==> src/rtl/alu_pkg.sv <==
// alu_pkg: shared FSM state and add/sub mode encodings for the ALU slices
package alu_pkg;
  localparam logic [1:0] ST_IDLE = 2'd0;
  localparam logic [1:0] ST_RUN  = 2'd1;
  localparam logic [1:0] ST_DONE = 2'd2;
  localparam logic OP_ADD = 1'b0;
  localparam logic OP_SUB = 1'b1;
  typedef enum logic [1:0] {IDLE = ST_IDLE, RUN = ST_RUN, DONE = ST_DONE} state_t;
endpackage

==> src/rtl/chunk_adder.sv <==
// chunk_adder: combinational CHUNK-bit ripple adder built from full-adder cells
module chunk_adder #(
  parameter int CHUNK = 2
) (
  input  logic [CHUNK-1:0] a,
  input  logic [CHUNK-1:0] b,
  input  logic             ci,
  output logic [CHUNK-1:0] s,
  output logic             co,
  output logic             c_msb_in
);
  logic [CHUNK:0] c;
  assign c[0] = ci;
  for (genvar i = 0; i < CHUNK; i++) begin : g_bit
    assign s[i]   = a[i] ^ b[i] ^ c[i];
    assign c[i+1] = (a[i] & b[i]) | (b[i] & c[i]) | (c[i] & a[i]);
  end
  assign co       = c[CHUNK];
  assign c_msb_in = c[CHUNK-1];
endmodule

==> src/rtl/seq_addsub.sv <==
// seq_addsub: multi-cycle add/sub, CHUNK bits per cycle with a start/busy/done handshake.
// Defining SEQ_ADDSUB_FLAGS_EN adds registered zero/neg/ovf flag outputs.
module seq_addsub
  import alu_pkg::*;
#(
  parameter int WIDTH = 8,
  parameter int CHUNK = 2
) (
  input  logic             clk,
  input  logic             rst,
  input  logic             start,
  input  logic             sub,
  input  logic [WIDTH-1:0] inA,
  input  logic [WIDTH-1:0] inB,
  input  logic             cin,
  output logic             busy,
  output logic             done,
  output logic [WIDTH-1:0] sum,
`ifdef SEQ_ADDSUB_FLAGS_EN
  output logic             zero,
  output logic             neg,
  output logic             ovf,
`endif
  output logic             cout
);
  localparam int NCHUNK = WIDTH / CHUNK;
  localparam int IW = NCHUNK > 1 ? $clog2(NCHUNK) : 1;
  state_t           state;
  logic [WIDTH-1:0] op_a, op_b, sum_nx;
  logic [IW-1:0]    idx;
  logic             carry, co_c, c_msb;
  logic [CHUNK-1:0] a_c, b_c, s_c;
  always_comb begin
    a_c = '0;
    b_c = '0;
    sum_nx = sum;
    for (int i = 0; i < NCHUNK; i++) begin
      if (idx == IW'(i)) begin
        a_c = op_a[i*CHUNK +: CHUNK];
        b_c = op_b[i*CHUNK +: CHUNK];
        sum_nx[i*CHUNK +: CHUNK] = s_c;
      end
    end
  end
  chunk_adder #(.CHUNK(CHUNK)) u_add (
    .a(a_c), .b(b_c), .ci(carry), .s(s_c), .co(co_c), .c_msb_in(c_msb)
  );
  always_ff @(posedge clk) begin
    if (rst) begin
      state <= IDLE;
      busy  <= 1'b0;
      done  <= 1'b0;
      sum   <= '0;
      cout  <= 1'b0;
      carry <= 1'b0;
      idx   <= '0;
      op_a  <= '0;
      op_b  <= '0;
`ifdef SEQ_ADDSUB_FLAGS_EN
      zero  <= 1'b0;
      neg   <= 1'b0;
      ovf   <= 1'b0;
`endif
    end else begin
      done <= 1'b0;
      case (state)
        IDLE: if (start) begin
          op_a  <= inA;
          op_b  <= sub == OP_SUB ? ~inB : inB;
          carry <= sub == OP_SUB ? 1'b1 : cin;
          idx   <= '0;
          busy  <= 1'b1;
          state <= RUN;
        end
        RUN: begin
          sum   <= sum_nx;
          carry <= co_c;
          idx   <= idx + 1'b1;
          if (idx == IW'(NCHUNK - 1)) begin
            cout  <= co_c;
            busy  <= 1'b0;
            state <= DONE;
`ifdef SEQ_ADDSUB_FLAGS_EN
            zero  <= sum_nx == '0;
            neg   <= sum_nx[WIDTH-1];
            ovf   <= c_msb ^ co_c;
`endif
          end
        end
        DONE: begin
          done  <= 1'b1;
          state <= IDLE;
        end
        default: state <= IDLE;
      endcase
    end
  end
`ifndef SEQ_ADDSUB_FLAGS_EN
  logic unused_c_msb;
  assign unused_c_msb = c_msb;
`endif
endmodule

==> config.mk <==
export PLATFORM = sky130hd
export DESIGN_NAME = seq_addsub
export DESIGN_NICKNAME = d
export VERILOG_FILES = /design/src/rtl/alu_pkg.sv /design/src/rtl/chunk_adder.sv /design/src/rtl/seq_addsub.sv
export SDC_FILE = /design/constraint.sdc
export NUM_CORES = 1
export LEC_CHECK = 0
export CAP_MARGIN = 20
export CORE_UTILIZATION = 35
export DETAILED_ROUTE_END_ITERATION = 8
export PLACE_DENSITY = 0.69
export SKIP_LAST_GASP = 1
export SLEW_MARGIN = 30
export SYNTH_ARGS = -nofsm -noshare
export SYNTH_HDL_FRONTEND = slang
export SYNTH_SLANG_ARGS = --single-unit
==> constraint.sdc <==
create_clock -name clk -period 2.2 [get_ports clk]
set_input_delay 0.44 -clock clk [delete_from_list [all_inputs] [get_ports clk]]
set_output_delay 0.44 -clock clk [all_outputs]
set_load 0.01 [all_outputs]
# Word-level counts from Yosys, hierarchy flattened
# Index checks and enable logic that the tools add are counted.
word_totals:
  input_bits: 21
  out_inout_bits: 11
  ff_bits: 32
op_classes:
  n_mux: 21
  n_bitwise: 15
  eq_ne: 7
  addsub: 1
  reduce_logical: 11
op_table:
  columns: ["cell", "count"]
  rows:
  - ["$mux W2", 11]
  - ["$reduce_and A2 Y1", 7]
  - ["$mux W8", 1]
  - ["$not A8 Y8", 1]
  - ["$pmux W2 S2", 2]
  - ["$and A1 B1 Y1", 6]
  - ["$eq A2 B2 Y1 const B", 3]
  - ["$mux W1", 5]
  - ["$eq A2 B1 Y1 const B", 2]
  - ["$logic_not A2 Y1", 2]
  - ["$ne A2 B2 Y1 const B", 2]
  - ["$or A1 B1 Y1", 4]
  - ["$pmux W1 S2", 2]
  - ["$xor A1 B1 Y1", 4]
  - ["$reduce_and A3 Y1", 1]
  - ["$add A2 B1 Y2 const B", 1]
  - ["$reduce_bool A2 Y1", 1]

# Longest topological paths before layout
# Gate-level depths: netlist (run 1).
logic_depth:
  depth_word: 12
  mapped_depth: 10

# Modules after synthesis
# From an unflattened synthesis (run 1), not the netlist that was laid out.
unflattened:
  hier_cells: 180
  hier_area_um2: 1531.5
by_module_without_submodules:
  columns: ["mod", "area_each_um2", "n_inst", "cells_each"]
  rows:
  - ["seq_addsub", 1457.6, 1, 169]
  - ["chunk_adder", 73.8, 1, 11]

# Worst setup path before layout (run 1)
# Ideal clock, no wire load.
synth_path:
  path_kind: "register to register"
  startpoint: "register idx[0]"
  endpoint: "register carry"
  period_less_slack_ns: 2.362
  stages_incl_launch_ff: 11
  arrival_ns: 2.275
  n_path_buf: 1
  setup_slack_ns: -0.162
  setup_ns: 0.087
  path_cell_list: "dfxtp_1 > inv_1 > ha_1 > clkbuf_1 > a21oi_1 > o21ai_0 > a22oi_1 > fa_1 > fa_1 > mux2_2 > o31ai_1"
synth_between:
  elab_chain_cells: 12
  word_cells_on_any_way: 23
  cone_classes: "eq/ne: 3; mux: 9; bitwise: 10; reduce/logical: 1"
synth_rtl:
  columns: ["item", "line", "source"]
  rows:
  - ["start: declaration", "seq_addsub.sv:30", "logic [IW-1:0] idx;"]
  - ["start signal: assignment", "seq_addsub.sv:78", "idx <= idx + 1'b1;"]
  - ["$logic_not A2 Y1", "seq_addsub.sv:38", "if (idx == IW'(i)) begin"]
  - ["$mux W2 (4 in a row)", "seq_addsub.sv:38", null]
  - ["$and A1 B1 Y1", "chunk_adder.sv:16", "assign c[i+1] = (a[i] & b[i]) | (b[i] & c[i]) | (c[i] & a[i]);"]
  - ["$or A1 B1 Y1 (2 in a row)", "chunk_adder.sv:16", null]
  - ["$and A1 B1 Y1", "chunk_adder.sv:16", null]
  - ["$or A1 B1 Y1", "chunk_adder.sv:16", null]
  - ["$or A1 B1 Y1 *", "chunk_adder.sv:16", null]
  - ["$pmux W1 S2 *", "seq_addsub.sv:66", "case (state)"]
  - ["end signal: assignment", "seq_addsub.sv:70", "carry <= sub == OP_SUB ? 1'b1 : cin;"]
  - ["end signal: assignment", "seq_addsub.sv:77", "carry <= co_c;"]
  - ["end: declaration", "seq_addsub.sv:31", "logic carry, co_c, c_msb;"]
# Every way passes the cells marked *; elsewhere a longest branch is shown, timed or not.
# A chain may end at the register's enable or synchronous reset.

# Worst setup path in the final report (run 1)
# Same ends and word-level chain as after synthesis.

==> metrics.md, run 1 <==
| Metric | Value |
|---|---|
| Clock Sinks | `32` |
| GPL Wtd Cong | `0.797` |
| Latest clock arrival within the worst-skew pair | `0.28 ns` |
| Rel. slew slack | `roughly two thirds` |
| DR pass1 iterations | `4` |
| Grt total ovfl | `0` |
| Share of layout cells above drive strength 1 | `between 15 and 20%` |
| ANT nets after route | `0` |
| YS warnings | `0` |
| Gr usage total | `15.7%` |
| CTS tree | `done` |
| R2R depth | `9` |
| CTS root buf | `clkbuf_8` |
| Worst-Margin Slew | `0.497 ns` |
| Vias per Instance | `5.03` |
| Post-synth top area share | `42.8%` |
| Main synth FF type | `dfxtp_1` |
| Seq/Total Area, Yosys | `42.8%` |
| Vias | `approximately 1300` |
| Initial Util | `a little under two fifths` |
| First-pass GRT wire length | `5040 um` |
| Status | `finished, final reports clean` |
| Fin crit period | `2.18 ns` |
| Async SR Flop Fraction | `0%` |
| Port bufs | `31` |
| Final setup fails | `0` |
| DRT Wirelength | `between 3000 and 4000 um` |
| Hold path depth | `2` |
| Data required, critical path | `2.39 ns` |
| Final-stage net count | `228` |
| Dpl cells | `243` |
| Row cnt | `23` |
| Max-cap violations | `0` |
| CTS Buf Count | `5` |
| Kind of critical path | `reg -> reg` |
| Syn avg cell area | `between 8 and 9 sq um` |
| Residual DRC | `0` |
| Max IR drop VDD | `between 0.0003 and 0.0004 V` |
| Pin count of the biggest net entering global routing | `34` |
| Die width | `roughly 67 um` |
| Antenna diode count | `0` |
| Core Region | `4060 sq um` |
| Number of synthesized flops with an enable pin | `0` |
| Initial DRC Count | `44` |
| Synth cell types | `30` |
| Synth Instances | `169` |
| Synthesized cell area | `~1500 sq um` |
| Hold crit path type | `reg -> reg` |
| Unrepaired setup endpoints after global routing | `true` |
| Die area | `4540 sq um` |
| CP Capture Type | `flip-flop` |
| Initial antenna violation count | `0` |
| Fmax | `458 MHz` |
| Min Hold Slack | `0.459 ns` |
| DR top layer | `met4` |
| Clk_skew | `0.00565 ns` |
| Final non-filler cell total | `252` |
| Final Max Tran Viols | `0` |
| Flops & latches, synth | `32` |
| Setup crit start kind | `flip-flop` |
| Number of global-route vias before repair | `approximately 1100` |
| Die Span Y | `between 60 and 70 um` |
| Per-cell routed wire length | `12.7 um` |
| HPWL Detailed | `2170 um` |
| Leakage | `0.696 nW` |
| Syn_nets | `196` |
| WL met2 | `~1500 um` |
| Fin. Hold Viols | `0` |
| Metal3 WL | `147 um` |
| Cell taking the most area after synthesis | `dfxtp_1` |
| CP max FO | `4` |
| Max Root-Sink Buffers | `2` |
| Routed met1 length | `1430 um` |
| IO Pins | `32` |
| Cell area power density | `670 nW/um^2` |
| Syn-to-layout area delta | `35.6%` |
| Final period util | `99.2%` |
| Synth area leaders | `dfxtp_1 43%, a21oi_1 7.7%, nand2_1 5.0%, a211oi_1 4.5%, nor2_1 3.5%` |
| H-Tree Depth | `2` |
| Clk slew on worst S/H paths | `roughly 0.06 ns` |
| Arrival time at the worst endpoint | `2.38 ns` |
per-layer routing:
| metal | GRT usage (%) | vias up |
|---|---|---|
| met3 | 7.09 | 9 |
| met5 | 0 | - |
| met1 | 18.0 | 582 |
| li1 | - | 651 |
| met4 | 6.91 | 0 |
| met2 | 24.9 | 26 |
synth_stat cells, types with 2 or more instances:
master,number
a21oi_1,23
a311oi_1,6
dfxtp_1,32
nor2b_1,2
ha_1,4
o21bai_1,2
buf_2,4
clkbuf_1,7
a211oi_2,2
xnor2_1,6
fa_1,2
a22oi_1,5
inv_1,8
nor3_1,2
xor2_1,2
nor2_1,14
a211oi_1,9
buf_6,3
nand2_1,20
o21ai_0,6
stage by stage:
step	cell area [sq um]	setup TNS, ns	util [%]	setup WS, ns	power [mW]
after global placement	1860	0	45.9	0.0354	0.891
final	2030	0	50.0	0.0182	1.36
after CTS	2000	0	49.3	0.00276	1.36
after floorplan	1520	0	-	0.000254	0.801
after detailed placement	1860	-0.0288	45.9	-0.0182	0.895
after global routing	2030	-0.187	50.0	-0.0687	1.43
power breakdown:
part / switching [mW] / internal, mW
combinational: 0.129 / 0.138
sequential: 0.0262 / 0.615
clock: 0.197 / 0.255
cells by family (layout without fill, tap and decap cells):
logic type,count (synthesis),after routing,synth area share [%]
and+or+nand+nor,44,44,13.7
xor gates and xnor gates,8,8,4.69
buffers and inverters,23,56,7.87
muxes,2,2,1.42
DFF,32,32,42.8
AOI/OAI and AO/OA,54,54,23.4
adders and majority gates,6,6,6.03
final timing paths:
kind	slack, ns	to	start
worst max-delay path	0.02	carry	idx[0]
worst min-delay path	0.46	op_a[5]	op_a[5]
worst max register to register	0.02	carry	idx[0]
worst min register to register	0.46	op_a[5]	op_a[5]
timing repair:
item	in CTS	in global routing
setup endpoints to repair	4	5
gates resized for setup	11	7
buffers inserted	1	0
pin swaps	1	1
hold buffers	0	0
flip-flops by register name, indices dropped and copies added, names as in the netlist:
signal / flops
busy: 1
carry: 1
cout: 1
done: 1
idx: 2
op_a: 8
op_b: 8
state: 2
sum: 8
critical path, cell delays in order (launching register included):
cell	delay [ns]
dfxtp_4	0.37
inv_4	0.07
ha_2	0.19
nand2_1	0.08
o21ai_2	0.15
a22oi_2	0.08
fa_2	0.36
fa_2	0.34
mux2_2	0.26
o31ai_1	0.18
placed cells by master (no fill, tap or decap), drive strengths merged, types with 8 or more instances in the layout:
master / n
nand2: 20
clkbuf: 8
inv: 8
clkdlybuf4s50: 31
dfxtp: 32
a211oi: 11
a21oi: 23
buf: 9
nor2: 14
final cells by class:
| type | count | area (sq um) |
|---|---|---|
| inverter | 8 | 32.5 |
| timing repair buffer | 40 | 390 |
| multi-input combinational | 114 | 807 |
| tap | 50 | 62.6 |
| sequential | 32 | 646 |
| fill | 388 | 2030 |
| clock buffer | 8 | 90.1 |
(Power assumes the default switching activity.)
==> inputs of run 2 (changes only) <==
--- a/config.mk
+++ b/config.mk
@@ -7,8 +7,10 @@
 export LEC_CHECK = 0
 export CAP_MARGIN = 20
 export CORE_UTILIZATION = 35
+export CTS_CLUSTER_DIAMETER = 60
 export DETAILED_ROUTE_END_ITERATION = 8
-export PLACE_DENSITY = 0.69
+export PLACE_DENSITY = 0.64
+export SETUP_SLACK_MARGIN = 0.3
 export SKIP_LAST_GASP = 1
 export SLEW_MARGIN = 30
 export SYNTH_ARGS = -nofsm -noshare
==> run 2 against run 1 <==
  * Largest cell class unchanged
  * Power increased by 2.4%
  * Register-to-register slack got worse by 0.02 ns
  * Highest routed layer unchanged
  * Clock power increased by 2%
  * Cell area increased by 3.5%
  * Sequential cell count unchanged
  * Sequential share of layout area decreased by 0.96 points
  * Clock skew decreased by 0.00081 ns
  * Count of clock-buffer cells in the layout unchanged
  * Worst setup slack got worse by 0.016 ns
==> metrics.md, run 2 (same netlist as run 1, synthesis figures left out) <==
| Metric | Value |
|---|---|
| Fin. Hold Viols | `0 (unchanged)` |
| CP max FO | `4 (unchanged)` |
| Cell area power density | `663 nW/um^2 (-1.1%)` |
| Data required, critical path | `2.40 ns (about the same)` |
| Clk_skew | `0.00485 ns (-0.000805 ns)` |
| CP Launch Point | `idx[0]` |
| Core Region | `4060 sq um (unchanged)` |
| RR Startpoint | `idx[0]` |
| Status | `finished, final reports clean` |
| Hold crit path type | `reg -> reg` |
| Leakage | `0.715 nW (+2.7%)` |
| Max-cap violations | `0 (unchanged)` |
| Top Usage Layer GRT | `met2` |
| Most frequent cells in the layout | `31 x clkdlybuf4s50_1, 30 x dfxtp_1, 19 x nand2_1, 19 x a21oi_1, 14 x nor2_1` |
| Max Root-Sink Buffers | `2 (unchanged)` |
| Initial antenna violation count | `0 (unchanged)` |
| Vias | `1298 (+2.4%)` |
| Initial DRC Count | `40 (-9.1%)` |
| Worst-Margin Slew | `0.535 ns (+0.0375 ns)` |
| Largest regs | `op_a (8), op_b (8), sum (8)` |
| ANT nets after route | `0 (unchanged)` |
| Final setup fails | `0 (unchanged)` |
| Reg2reg setup slack | `0.002 ns (-0.02 ns)` |
| CTS tree | `done` |
| Antenna diode count | `0 (unchanged)` |
| Vias per Instance | `5.09 (+1.2%)` |
| GPL Wtd Cong | `0.852 (+6.9%)` |
| Grt total ovfl | `0 (unchanged)` |
| Final Max Tran Viols | `0 (unchanged)` |
| HPWL Detailed | `2430 um (+12%)` |
| Residual DRC | `0 (unchanged)` |
| Clock Sinks | `32 (unchanged)` |
| Fmax | `455 MHz (-0.72%)` |
| Dpl cells | `243 (unchanged)` |
| Arrival time at the worst endpoint | `2.40 ns (+0.02 ns)` |
| CP Capture Type | `flip-flop` |
| Final-stage net count | `231 (+1.3%)` |
| Worst Hold Launch | `op_a[3]` |
| Die area | `4540 sq um (unchanged)` |
| Unrepaired setup endpoints after global routing | `true` |
| GR met3 Demand/Resource | `4.73% (-2.4 points)` |
| Clk slew on worst S/H paths | `0.07 ns (about the same)` |
| Max IR drop VDD | `0.000350 V (-1.3%)` |
| Port bufs | `31 (unchanged)` |
| Setup crit start kind | `flip-flop` |
| Number of global-route vias before repair | `1177 (+2.8%)` |
| R2R Path End | `carry` |
| Sum Neg Setup Slack | `0 ns (unchanged)` |
| Syn-to-layout area delta | `40.4%` |
| Worst setup endpoint | `carry` |
| Fin crit period | `2.20 ns (+0.0159 ns)` |
| Gr usage total | `16.3% (+0.59 points)` |
| CTS root buf | `clkbuf_8` |
| DRT Wirelength | `3450 um (+8.3%)` |
| IO Pins | `32 (unchanged)` |
| Commonest non-fill, non-tap cell in the layout | `clkdlybuf4s50_1` |
| CTS Buf Count | `5 (unchanged)` |
| Register area | `648 sq um (+0.39%)` |
| Tot Pwr | `1.39 mW (+2.4%)` |
| Latest clock arrival within the worst-skew pair | `0.28 ns (about the same)` |
| Multi-input logic area | `867 sq um (+7.4%)` |
| Row cnt | `23 (unchanged)` |
| H-Tree Depth | `2 (unchanged)` |
| Initial Util | `36.8% (unchanged)` |
| R2R depth | `9 (unchanged)` |
| First-pass GRT wire length | `5380 um (+6.7%)` |
| Die Span Y | `67.4 um (unchanged)` |
| Die width | `67.4 um (unchanged)` |
| GR Layer Usage met2 | `27.1% (+2.2 points)` |
| Met1 GRT Util | `19.5% (+1.5 points)` |
| Per-cell routed wire length | `13.5 um (+7.0%)` |
| Min Hold Slack | `0.461 ns (+0.00213 ns)` |
| DR pass1 iterations | `4 (unchanged)` |
| Final non-filler cell total | `255 (+1.2%)` |
| Rel. slew slack | `64.4% (-2.5 points)` |
| Kind of critical path | `reg -> reg` |
| Fillers | `359 (-7.5%)` |
| Pin count of the biggest net entering global routing | `21 (-38%)` |
| Share of layout cells above drive strength 1 | `24.4% (+6.1 points)` |
| Final period util | `99.9% (+0.72 points)` |
==> run 2: cell types whose count changed in the layout (fill, tap and decap cells not counted), sizes merged <==
cell / delta
buf: +3
==> run 2: repair_timing <==
| action | CTS | global route |
|---|---|---|
| setup endpoints to repair | 10 | 10 |
| hold buffers | 0 | 0 |
| gates resized for setup | 17 | 8 |
| pin swaps | 7 | 10 |
| setup buffers | 3 | 1 |
==> run 2: routing by layer <==
| metal | share of wire [%] | vias to the layer above |
|---|---|---|
| met5 | 0 | - |
| li1 | - | 655 |
| met4 | 1.6 | 0 |
| met3 | 3.2 | 6 |
| met1 | 44 | 614 |
| met2 | 51 | 23 |
==> run 2: worst min-delay path by stage <==
stage	end	cells after the start
finish	op_a[3]	2
global route	op_a[3]	2
CTS	op_a[3]	2
detailed placement	op_a[3]	2
global placement	op_a[5]	2
floorplan	op_a[4]	2
==> run 2: stage by stage <==
step / setup slack (ns) / util [%] / cell area (sq um)
3_3_place_gp: 0.0793 / 46.1 / 1870
5_1_grt: -0.0483 / 51.7 / 2100
6_report: 0.00230 / 51.7 / 2100
2_1_floorplan: 0.0625 / - / 1550
3_5_place_dp: -0.000410 / 46.1 / 1870
4_1_cts: 0.0496 / 50.6 / 2050
==> run 2: cell type report <==
class / instances / area share, %
flip-flops and latches: 32 / 30.9
well taps: 50 / 2.98
clock buffers: 8 / 4.29
inverters: 8 / 1.67
repair buffers: 43 / 18.9
multi-input cells: 114 / 41.3
==> run 2: critical path, cell delays in order, from the launching register on <==
cell	delay (ns)
dfxtp_4	0.37
inv_4	0.08
ha_4	0.15
nand2_2	0.06
o21ai_2	0.16
a22oi_2	0.09
fa_2	0.41
fa_2	0.36
mux2_2	0.27
o31ai_1	0.18
==> run 2: power breakdown <==
group,internal [mW],switching [mW],leakage (nW)
Combinational,0.148,0.144,0.405
Sequential,0.614,0.0271,0.264
Clock,0.255,0.204,0.0455
==> inputs of run 3 (changes only) <==
--- a/config.mk
+++ b/config.mk
@@ -6,10 +6,10 @@
 export NUM_CORES = 1
 export LEC_CHECK = 0
 export CAP_MARGIN = 20
-export CORE_UTILIZATION = 35
+export CORE_UTILIZATION = 30
 export CTS_CLUSTER_DIAMETER = 60
 export DETAILED_ROUTE_END_ITERATION = 8
-export PLACE_DENSITY = 0.64
+export PLACE_DENSITY = 0.57
 export SETUP_SLACK_MARGIN = 0.3
 export SKIP_LAST_GASP = 1
 export SLEW_MARGIN = 30
==> run 3 against run 2 <==
  * Die area rose by 16%
  * Sequential cell count is the same
  * Cell count is 5.9% higher
  * Sequential share of layout area decreased by 0.60 points
  * Cell area increased by 2.0%
  * Register-to-register slack better by 0.03 ns
  * Critical path type unchanged
  * Largest cell class unchanged
  * Highest routed layer unchanged
==> metrics.md, run 3 (same netlist as run 1, synthesis figures left out) <==
| Metric | Value |
|---|---|
| Fin. Hold Viols | `0 (unchanged)` |
| Latest clock arrival within the worst-skew pair | `0.28 ns (about the same)` |
| Final setup fails | `0 (unchanged)` |
| CP Capture Type | `flip-flop` |
| Reg2reg setup slack | `0.03 ns (+0.03 ns)` |
| ANT nets after route | `0 (unchanged)` |
| Hold crit path type | `reg -> reg` |
| Die width | `72.6 um (+7.8%)` |
| Clk slew on worst S/H paths | `0.07 ns (about the same)` |
| Initial DRC Count | `27 (-33%)` |
| Fin crit period | `2.17 ns (-0.0291 ns)` |
| Initial antenna violation count | `0 (unchanged)` |
| Commonest non-fill, non-tap cell in the layout | `clkdlybuf4s50_1` |
| Kind of critical path | `reg -> reg` |
| CTS root buf | `clkbuf_8` |
| Fmax | `461 MHz (+1.3%)` |
| Core Region | `4750 sq um (+17%)` |
| Min Hold Slack | `0.460 ns (-0.000342 ns)` |
| Fin util | `45.0% (-6.7 points)` |
| DR pass1 iterations | `2 (-2)` |
| Max-cap violations | `0 (unchanged)` |
| Final-stage net count | `230 (-0.43%)` |
| R2R Path End | `carry` |
| CTS tree | `done` |
| Antenna diode count | `0 (unchanged)` |
| Die Span Y | `72.6 um (+7.8%)` |
| Most frequent cells in the layout | `31 x clkdlybuf4s50_1, 30 x dfxtp_1, 19 x nand2_1, 19 x a21oi_1, 14 x nor2_1` |
| Max IR drop VDD | `0.000294 V (-16%)` |
| Clock Sinks | `32 (unchanged)` |
| Syn-to-layout area delta | `43.2%` |
| Cell area power density | `663 nW/um^2 (about the same)` |
| Initial Util | `31.4% (-5.4 points)` |
| CP max FO | `4 (unchanged)` |
| RR Startpoint | `idx[0]` |
| HPWL Detailed | `2340 um (-3.8%)` |
| CP Launch Point | `idx[0]` |
| Final period util | `98.6% (-1.3 points)` |
| Die area | `5270 sq um (+16%)` |
| Leakage | `0.721 nW (+0.87%)` |
| Gr usage total | `13.7% (-2.5 points)` |
| Vias per Instance | `4.62 (-9.2%)` |
| H-Tree Depth | `2 (unchanged)` |
| Arrival time at the worst endpoint | `2.36 ns (-0.04 ns)` |
| GPL Wtd Cong | `0.789 (-7.4%)` |
| Row cnt | `25 (+8.7%)` |
| Worst-Margin Slew | `0.567 ns (+0.0324 ns)` |
| CTS Buf Count | `5 (unchanged)` |
| Port bufs | `31 (unchanged)` |
| Residual DRC | `0 (unchanged)` |
| Data required, critical path | `2.39 ns (about the same)` |
| IO Pins | `32 (unchanged)` |
| DRT Wirelength | `3450 um (about the same)` |
| Final worst slack | `0.0314 ns (+0.0291 ns)` |
| Tot Pwr | `1.42 mW (+2.0%)` |
| Final Max Tran Viols | `0 (unchanged)` |
| Worst setup endpoint | `carry` |
| DP Worst Slack | `0.0300 ns (+0.0304 ns)` |
| Vias | `1248 (-3.9%)` |
| First-pass GRT wire length | `5440 um (+1.0%)` |
| Grt total ovfl | `0 (unchanged)` |
| Setup crit start kind | `flip-flop` |
| Pin count of the biggest net entering global routing | `21 (unchanged)` |
| Max Root-Sink Buffers | `2 (unchanged)` |
| R2R depth | `9 (unchanged)` |
| Per-cell routed wire length | `12.8 um (-5.6%)` |
| Largest regs | `op_a (8), op_b (8), sum (8)` |
| Share of layout cells above drive strength 1 | `25.6% (+1.2 points)` |
| Unrepaired setup endpoints after global routing | `true` |
| Clk_skew | `0.00837 ns (+0.00353 ns)` |
| Number of global-route vias before repair | `1155 (-1.9%)` |
| Fillers | `486 (+35%)` |
| Worst Hold Launch | `op_a[3]` |
| Rel. slew slack | `62.2% (-2.2 points)` |
| Status | `finished, final reports clean` |
[run 3: where the power goes]
group	leakage [nW]	total (mW)	internal, mW	switching (mW)
clock network	0.0503	0.480	0.278	0.202
logic	0.407	0.296	0.152	0.144
registers	0.264	0.643	0.614	0.0288
[run 3: worst min-delay path by stage]
stage                         end  cells after the start
final                     op_a[3]                      2
after global routing      op_a[3]                      2
after CTS                 op_a[0]                      2
after detailed placement  op_a[0]                      2
after global placement    op_a[4]                      2
after floorplan           op_a[4]                      2
[run 3: metal layers]
| layer | track usage, % | wire length, um | vias up | part of all wire [%] |
|---|---|---|---|---|
| li1 | - | - | 649 | - |
| met4 | 5.23 | 42 | 0 | 1.2 |
| met3 | 4.14 | 113 | 5 | 3.3 |
| met1 | 16.2 | 1590 | 569 | 46 |
| met2 | 23.4 | 1700 | 25 | 49 |
| met5 | 0 | 0 | - | 0 |
[run 3: layout make-up]
class                   instances  area (sq um)  area share, %
clock buffers                   7          96.3           4.50
well taps                      67          83.8           3.92
inverters                       8          37.5           1.75
flip-flops and latches         32           648           30.3
repair buffers                 42           393           18.4
multi-input cells             114           882           41.2
[run 3: worst max-delay path, cell delays in order (launching register included)]
cell and delay [ns]:
dfxtp_4 0.38, inv_6 0.08, ha_4 0.15, nand2_2 0.07, o21ai_2 0.14, a22oi_2 0.09
fa_2 0.39, fa_2 0.35, mux2_2 0.28, o31ai_2 0.17
[run 3: stage by stage]
stage,setup TNS (ns),instance area [sq um],std cells
finish,0,2140,270
global route,-0.0954,2140,270
CTS,0,2060,268
detailed placement,0,1880,259
global placement,0,1880,259
floorplan,0,1550,169
[run 3: what timing repair did]
| item | in CTS | in global routing |
|---|---|---|
| hold endpoints to repair | 0 | 0 |
| pin swaps | 5 | 8 |
| endpoints found under the setup margin | 9 | 10 |
| hold buffers | 0 | 0 |
| resized for setup | 15 | 13 |
| setup buffers | 2 | 2 |
